[config.mk]
export PLATFORM = sky130hd
export DESIGN_NAME = fifo_read_pacer
export DESIGN_NICKNAME = d
export VERILOG_FILES = /design/src/rtl/fifo_read_pacer.sv
export SDC_FILE = /design/constraint.sdc
export NUM_CORES = 1
export LEC_CHECK = 0
export CORE_MARGIN = 3
export CORE_UTILIZATION = 29
export CTS_CLUSTER_DIAMETER = 40
export CTS_CLUSTER_SIZE = 24
export DETAILED_ROUTE_END_ITERATION = 10
export PLACE_DENSITY = 0.52
export SYNTH_ARGS = -nofsm -noshare
export SYNTH_HDL_FRONTEND = slang
export SYNTH_SLANG_ARGS = --single-unit
[constraint.sdc]
create_clock -name clk -period 1.9 [get_ports clk]
set_input_delay 0.38 -clock clk [delete_from_list [all_inputs] [get_ports clk]]
set_output_delay 0.38 -clock clk [all_outputs]
set_load 0.02 [all_outputs]
[src/rtl/fifo_read_pacer.sv]
// Paces single-word reads from a FIFO and presents each word on a valid/ready port,
// optionally holding off the next read for gap_cfg_i idle cycles after each handshake.
module fifo_read_pacer #(
  parameter int DATA_WIDTH = 4,
  parameter int GAP_WIDTH  = 4
) (
  input  logic                  clk,
  input  logic                  rst,
  input  logic                  enable_i,
  input  logic [GAP_WIDTH-1:0]  gap_cfg_i,
  input  logic                  fifo_empty_i,
  input  logic [DATA_WIDTH-1:0] fifo_data_i,
  output logic                  fifo_rd_en_o,
  output logic                  out_valid_o,
  input  logic                  out_ready_i,
  output logic [DATA_WIDTH-1:0] out_data_o,
  output logic                  busy_o,
  output logic [7:0]            rd_count_o
);

  typedef enum logic [2:0] {
    S_IDLE,
    S_READ,
    S_CAPTURE,
    S_HOLD,
    S_GAP
  } state_e;

  state_e                state_q, state_d;
  logic                  rd_en_q, rd_en_d;
  logic                  valid_q, valid_d;
  logic [DATA_WIDTH-1:0] data_q, data_d;
  logic                  busy_q, busy_d;
  logic [7:0]            cnt_q, cnt_d;
  logic [GAP_WIDTH-1:0]  gap_q, gap_d;

  // Outputs are computed one cycle ahead so every port comes straight from a flop.
  always_comb begin
    state_d = state_q;
    rd_en_d = rd_en_q;
    valid_d = valid_q;
    data_d  = data_q;
    busy_d  = busy_q;
    cnt_d   = cnt_q;
    gap_d   = gap_q;
    unique case (state_q)
      S_IDLE: begin
        if (enable_i && !fifo_empty_i) begin
          state_d = S_READ;
          rd_en_d = 1'b1;
          busy_d  = 1'b1;
        end
      end
      S_READ: begin
        state_d = S_CAPTURE;
        rd_en_d = 1'b0;
      end
      S_CAPTURE: begin
        data_d  = fifo_data_i;
        valid_d = 1'b1;
        state_d = S_HOLD;
      end
      S_HOLD: begin
        if (out_ready_i) begin
          valid_d = 1'b0;
          cnt_d   = cnt_q + 8'd1;
          if (gap_cfg_i == '0) begin
            state_d = S_IDLE;
            busy_d  = 1'b0;
          end else begin
            gap_d   = gap_cfg_i;
            state_d = S_GAP;
          end
        end
      end
      S_GAP: begin
        // Counter was loaded with gap_cfg, so leaving at 1 yields exactly gap_cfg cycles here.
        gap_d = gap_q - GAP_WIDTH'(1);
        if (gap_q == GAP_WIDTH'(1)) begin
          state_d = S_IDLE;
          busy_d  = 1'b0;
        end
      end
      default: begin
        state_d = S_IDLE;
        rd_en_d = 1'b0;
        valid_d = 1'b0;
        busy_d  = 1'b0;
        gap_d   = '0;
      end
    endcase
  end

  always_ff @(posedge clk or posedge rst) begin
    if (rst) begin
      state_q <= S_IDLE;
      rd_en_q <= 1'b0;
      valid_q <= 1'b0;
      data_q  <= '0;
      busy_q  <= 1'b0;
      cnt_q   <= '0;
      gap_q   <= '0;
    end else begin
      state_q <= state_d;
      rd_en_q <= rd_en_d;
      valid_q <= valid_d;
      data_q  <= data_d;
      busy_q  <= busy_d;
      cnt_q   <= cnt_d;
      gap_q   <= gap_d;
    end
  end

  assign fifo_rd_en_o = rd_en_q;
  assign out_valid_o  = valid_q;
  assign out_data_o   = data_q;
  assign busy_o       = busy_q;
  assign rd_count_o   = cnt_q;

endmodule

==> impl_metrics.json, run 1 <==
{
  "status": "finished, final reports clean",
  "path_class": "reg2out",
  "tightest_slew_ns": 0.3702,
  "fp-row-count": 22,
  "layout-drive-gt1-share": 0.1259,
  "gp_congestion": 0.8511,
  "crit_arrival_ns": 1.35,
  "synth.yosys.seq_area_share": 0.4840,
  "synth_edf_count": 0,
  "max_clock_freq_mhz": 577.5,
  "grt_pass1_vias": 906,
  "setup_viol": 0,
  "grt_use_total": 0.1158,
  "drt-pass1-iter-count": 4,
  "place_hpwl_um": 1867,
  "syn_avg_cell_area_sq_um": 10.53,
  "ys.warnings.count": 0,
  "cts_buffer_depth": 2,
  "antenna_found_initial": 0,
  "vias": 929,
  "cellLeakagePower_nw": 0.6772,
  "syn_area_sq_um": 1137,
  "root_buffer": "clkbuf_8",
  "endpoint_kind": "output port",
  "syn_inst": 108,
  "synthFlopType": "dfrtp_1",
  "rsz0062_at_grt": "false",
  "crit_path_max_fanout": 6,
  "cts_resized": 0,
  "slew_headroom": 0.7527,
  "io_buffers": 27,
  "fin_crit_ns": 1.731,
  "synth_seq_cells": 22,
  "cpPeakStageDelay_ns": 0.64,
  "powerDensity_nw_per_um2": 1481,
  "wl_per_cell_um": 12.80,
  "yosysUniqueCellTypes": 35,
  "htree_levels": 1,
  "postRouteAntennaNets": 0,
  "n_antenna_cell": 0,
  "insertion_delay_ns": 0.26,
  "cts_buffers": 3,
  "coreArea_sq_um": 3716,
  "die_h_um": 68.63,
  "drcViolationCount": 0,
  "start_kind": "flip-flop",
  "stdcell_area_sq_um": 1564,
  "initial_utilization": 0.3061,
  "rr_worst_depth": 3,
  "cp.depth": 1,
  "final_nets": 160,
  "post_cts_buffers": 0,
  "mostFrequentLayoutCells": "clkdlybuf4s50_1 (27), dfrtp_1 (22), inv_1 (9)",
  "slew_viol_final": 0,
  "grt_max_degree": 23,
  "fin_util": 0.4209,
  "critical_path.cell_chain": "clkdlybuf4s50_1",
  "cts_tree": "built",
  "die_x_um": 68.63,
  "drv_cap": 0,
  "areaGrowthSynthToFinish_pct": 37.51,
  "finalHoldViolCount": 0,
  "viasPerCell": 4.864,
  "slowest_stage": "clkdlybuf4s50_1",
  "final_common_cell": "clkdlybuf4s50_1",
  "synth-async-reset-ratio": 1.000,
  "grt_pass1_wl_um": 4105,
  "die-area_sq_um": 4709,
  "grt.overflow.total": 0,
  "n_fill_cell": 370,
  "synth_fp_nets": 124,
  "drtIter0Drc": 29,
  "path_delay_family": "buffers and inverters",
  "post_dp_cell_area_sq_um": 1509,
  "peakVddDrop_mv": 0.5777,
  "worstPathBufferInverterCount": 1,
  "hold_path_class": "in2async",
  "ctsHoldBuffers": 0,
  "cts.reportedPaths.clkPinSlew_ns": 0.08,
  "required_ns": 1.52,
  "period_share": 0.9113,
  "design.portCount": 28,
  "fin_worst_skew_ns": 0.0008684,
  "totalWireLength_um": 2445,
  "cts_sinks": 22
}
## state kept, by name, indices dropped and copies added (netlist names)
signal and flops:
gap_q 4, fifo_rd_en_o 1, rd_count_o 8, out_valid_o 1, out_data_o 4, busy_o 1
state_q 3
## per-stage QoR
stage / hold WS, ns / setup WS (ns) / std cells / total power, W / setup TNS [ns]
floorplan: 0.3692 / 0.4584 / 108 / 0.001528 / 0
global placement: 0.4572 / -0.01392 / 187 / 0.001978 / -0.02404
detailed placement: 0.4597 / -0.1082 / 187 / 0.001996 / -0.2242
CTS: 0.4613 / 0.1545 / 191 / 0.002341 / 0
global route: 0.4857 / 0.07698 / 191 / 0.002510 / 0
finish: 0.4445 / 0.1685 / 191 / 0.002317 / 0
## final timing paths
check | to | from | slack, ns
worst max-delay path | rd_count_o[0] | rd_count_o[0] | 0.17
worst min-delay path | rd_count_o[6] | rst | 0.44
worst max register to register | busy_o | state_q[2] | 0.41
worst min register to register | rd_count_o[7] | rd_count_o[7] | 0.47
max in group asynchronous | gap_q[0] | rst | 1.24
min in group clk | rd_count_o[7] | rd_count_o[7] | 0.47
## final cells by class
| class | count | area [sq um] | share of cell area |
|---|---|---|---|
| well taps | 48 | 60.06 | 0.03840 |
| flip-flops and latches | 22 | 550.5 | 0.3520 |
| clock buffers | 4 | 55.05 | 0.03520 |
| inverters | 9 | 33.78 | 0.02160 |
| multi-input cells | 74 | 541.8 | 0.3464 |
| repair buffers | 34 | 322.8 | 0.2064 |
## kinds of logic after synthesis
kind of cell | synth area share
simple gates | 0.1727
mux | 0.05720
buf+inv | 0.03960
flops | 0.4841
compound gates | 0.1595
fa+ha+maj | 0.03301
xor+xnor | 0.05391
## power breakdown
part	internal [W]	switching, W
registers	0.000654	0.000174
logic	0.000581	0.000572
clock network	0.000185	0.000151
## synth_stat cells (2+ instances only)
cell type,count,area share
dfrtp_1,22,0.48
inv_1,9,0.030
nand2_1,8,0.026
a211o_1,5,0.039
mux2_2,4,0.040
nor2_1,4,0.013
nor3_1,4,0.018
o21ai_0,4,0.018
xnor2_1,4,0.031
a2bb2oi_1,3,0.023
a32oi_1,3,0.023
clkbuf_1,3,0.0099
ha_1,3,0.033
nand2b_1,3,0.017
xor2_1,3,0.023
a21o_1,2,0.013
a21oi_1,2,0.0088
mux2i_1,2,0.018
nand3_1,2,0.0088
nand4_1,2,0.011
o211ai_1,2,0.013
## worst min-delay path: cells and delay by family
family	cells	cell delay [ns]
buffers and inverters	3	0.71
## per-layer routing
metal	GRT usage	wire length (um)
met1	0.1515	1124
met2	0.1883	1210
met3	0.02107	89
met4	0.04467	19
met5	0	0
(Power assumes the default switching activity.)
==> run 2: changes to the inputs <==
Settings changed: GPL_TIMING_DRIVEN set to 0.
==> run 2 against run 1 <==
Flip-flop and latch count unchanged. Critical path depth is the same. Die area unchanged. Largest power group unchanged. Critical endpoint unchanged. Wire length down 2.9%.
==> impl_metrics.json, run 2 (same netlist as run 1, synthesis figures left out) <==
{
  "largest_reg_flops": 8,
  "fp-row-count": 22,
  "power_switching_w": 0.0008803,
  "grt_pass1_vias": 885,
  "viasPerCell": 4.968,
  "endpoint_kind": "output port",
  "cellLeakagePower_nw": 0.6468,
  "power_frac_comb": 0.490,
  "root_buffer": "clkbuf_8",
  "cts_buffers": 3,
  "post_cts_buffers": 0,
  "wl_per_cell_um": 12.70,
  "final_nets": 156,
  "p_clk_frac": 0.149,
  "drcViolationCount": 0,
  "rsz0062_at_grt": "false",
  "place_hpwl_um": 1815,
  "path_delay_family": "buffers and inverters",
  "post_dp_cell_area_sq_um": 1468,
  "p_int_w": 0.001371,
  "setup_slack_ns": 0.1601,
  "cts_tree": "built",
  "finalHoldViolCount": 0,
  "drv_cap": 0,
  "slowest_stage": "clkdlybuf4s50_1",
  "status": "finished, final reports clean",
  "grt_pass1_wl_um": 3891,
  "crit_path_max_fanout": 6,
  "required_ns": 1.52,
  "postRouteAntennaNets": 0,
  "grt_max_degree": 23,
  "die_h_um": 68.63,
  "ctsHoldBuffers": 0,
  "peakVddDrop_mv": 0.4531,
  "final_common_cell": "clkdlybuf4s50_1",
  "drt-pass1-iter-count": 4,
  "worstPathBufferInverterCount": 1,
  "die_x_um": 68.63,
  "mostFrequentLayoutCells": "clkdlybuf4s50_1 (27), dfrtp_1 (22), inv_1 (9)",
  "worstHoldStart": "rd_count_o[7]",
  "drtIter0Drc": 18,
  "cpPeakStageDelay_ns": 0.64,
  "max_clock_freq_mhz": 574.7,
  "cts_resized": 0,
  "fin_crit_ns": 1.740,
  "setup_viol": 0,
  "fin_worst_skew_ns": 0.005180,
  "path_class": "reg2out",
  "slew_headroom": 0.4288,
  "fin_tns_setup_ns": 0,
  "p_seq_frac": 0.361,
  "die-area_sq_um": 4709,
  "initial_utilization": 0.3061,
  "areaGrowthSynthToFinish_pct": 33.88,
  "n_antenna_cell": 0,
  "tightest_slew_ns": 0.8559,
  "preCtsSetupSlack_ns": -0.07618,
  "grt_use_total": 0.1128,
  "hold_path_class": "reg2reg",
  "cts.reportedPaths.clkPinSlew_ns": 0.08,
  "period_share": 0.9157,
  "antenna_found_initial": 0,
  "swShare": 0.3909,
  "rrSetupSlack_ns": 0.22,
  "design.portCount": 28,
  "slew_viol_final": 0,
  "grt.overflow.total": 0,
  "totalWireLength_um": 2374,
  "powerDensity_nw_per_um2": 1479,
  "crit_arrival_ns": 1.36,
  "coreArea_sq_um": 3716,
  "insertion_delay_ns": 0.27,
  "htree_levels": 1,
  "gp_congestion": 0.7820,
  "startpoint": "rd_count_o[0]",
  "vias": 929,
  "cts_sinks": 22,
  "start_kind": "flip-flop",
  "critical_path.cell_chain": "clkdlybuf4s50_1",
  "layout-drive-gt1-share": 0.07914,
  "io_buffers": 27,
  "stdcell_area_sq_um": 1523,
  "timing.rr.start": "state_q[0]",
  "cts_buffer_depth": 2
}
==> run 2: metal layers <==
metal | share of wire | global-route usage
met5 | 0 | 0
met4 | 0.023 | 0.05707
met1 | 0.47 | 0.1437
met2 | 0.47 | 0.1764
met3 | 0.033 | 0.02755
==> run 2: layout make-up <==
cell class	instances	area (sq um)
Timing Repair Buffer	27	270.3
Multi-Input combinational cell	74	541.8
Inverter	9	33.78
Fill cell	388	2193
Buffer	3	11.26
Clock buffer	4	55.05
Sequential cell	22	550.5
Tap cell	48	60.06
==> run 2: worst paths after layout <==
| check | to | cells past startpoint |
|---|---|---|
| max | rd_count_o[0] | 1 |
| min | rd_count_o[7] | 1 |
| max reg2reg | out_data_o[1] | 3 |
| min reg2reg | rd_count_o[7] | 1 |
| max in group asynchronous | fifo_rd_en_o | 2 |
| min in group asynchronous | rd_count_o[6] | 2 |
==> run 2: power groups by stage <==
| stage | clock, W | sequential [W] | combinational (W) |
|---|---|---|---|
| after CTS | 0.000350 | 0.000817 | 0.00112 |
| after global routing | 0.000365 | 0.000848 | 0.00122 |
| after floorplan | 0 | 0.000934 | 0.000594 |
| after detailed placement | 0 | 0.000826 | 0.00111 |
| final | 0.000336 | 0.000813 | 0.00110 |
| after global placement | 0 | 0.000814 | 0.00111 |
==> run 2: stage by stage <==
step                      total power (W)  utilization  cells  hold slack, ns
final                            0.002252       0.4098    187          0.4639
after floorplan                  0.001528            -    108          0.3692
after CTS                        0.002285       0.4098    187          0.4708
after detailed placement         0.001938       0.3949    183          0.4559
after global routing             0.002438       0.4098    187          0.4950
after global placement           0.001920       0.3949    183          0.4572
==> run 3: changes to the inputs <==
Settings changed: TNS_END_PERCENT set to 50.
==> results of run 3 <==
Same layout as run 2: the final DEF is identical, and so are final timing and power.
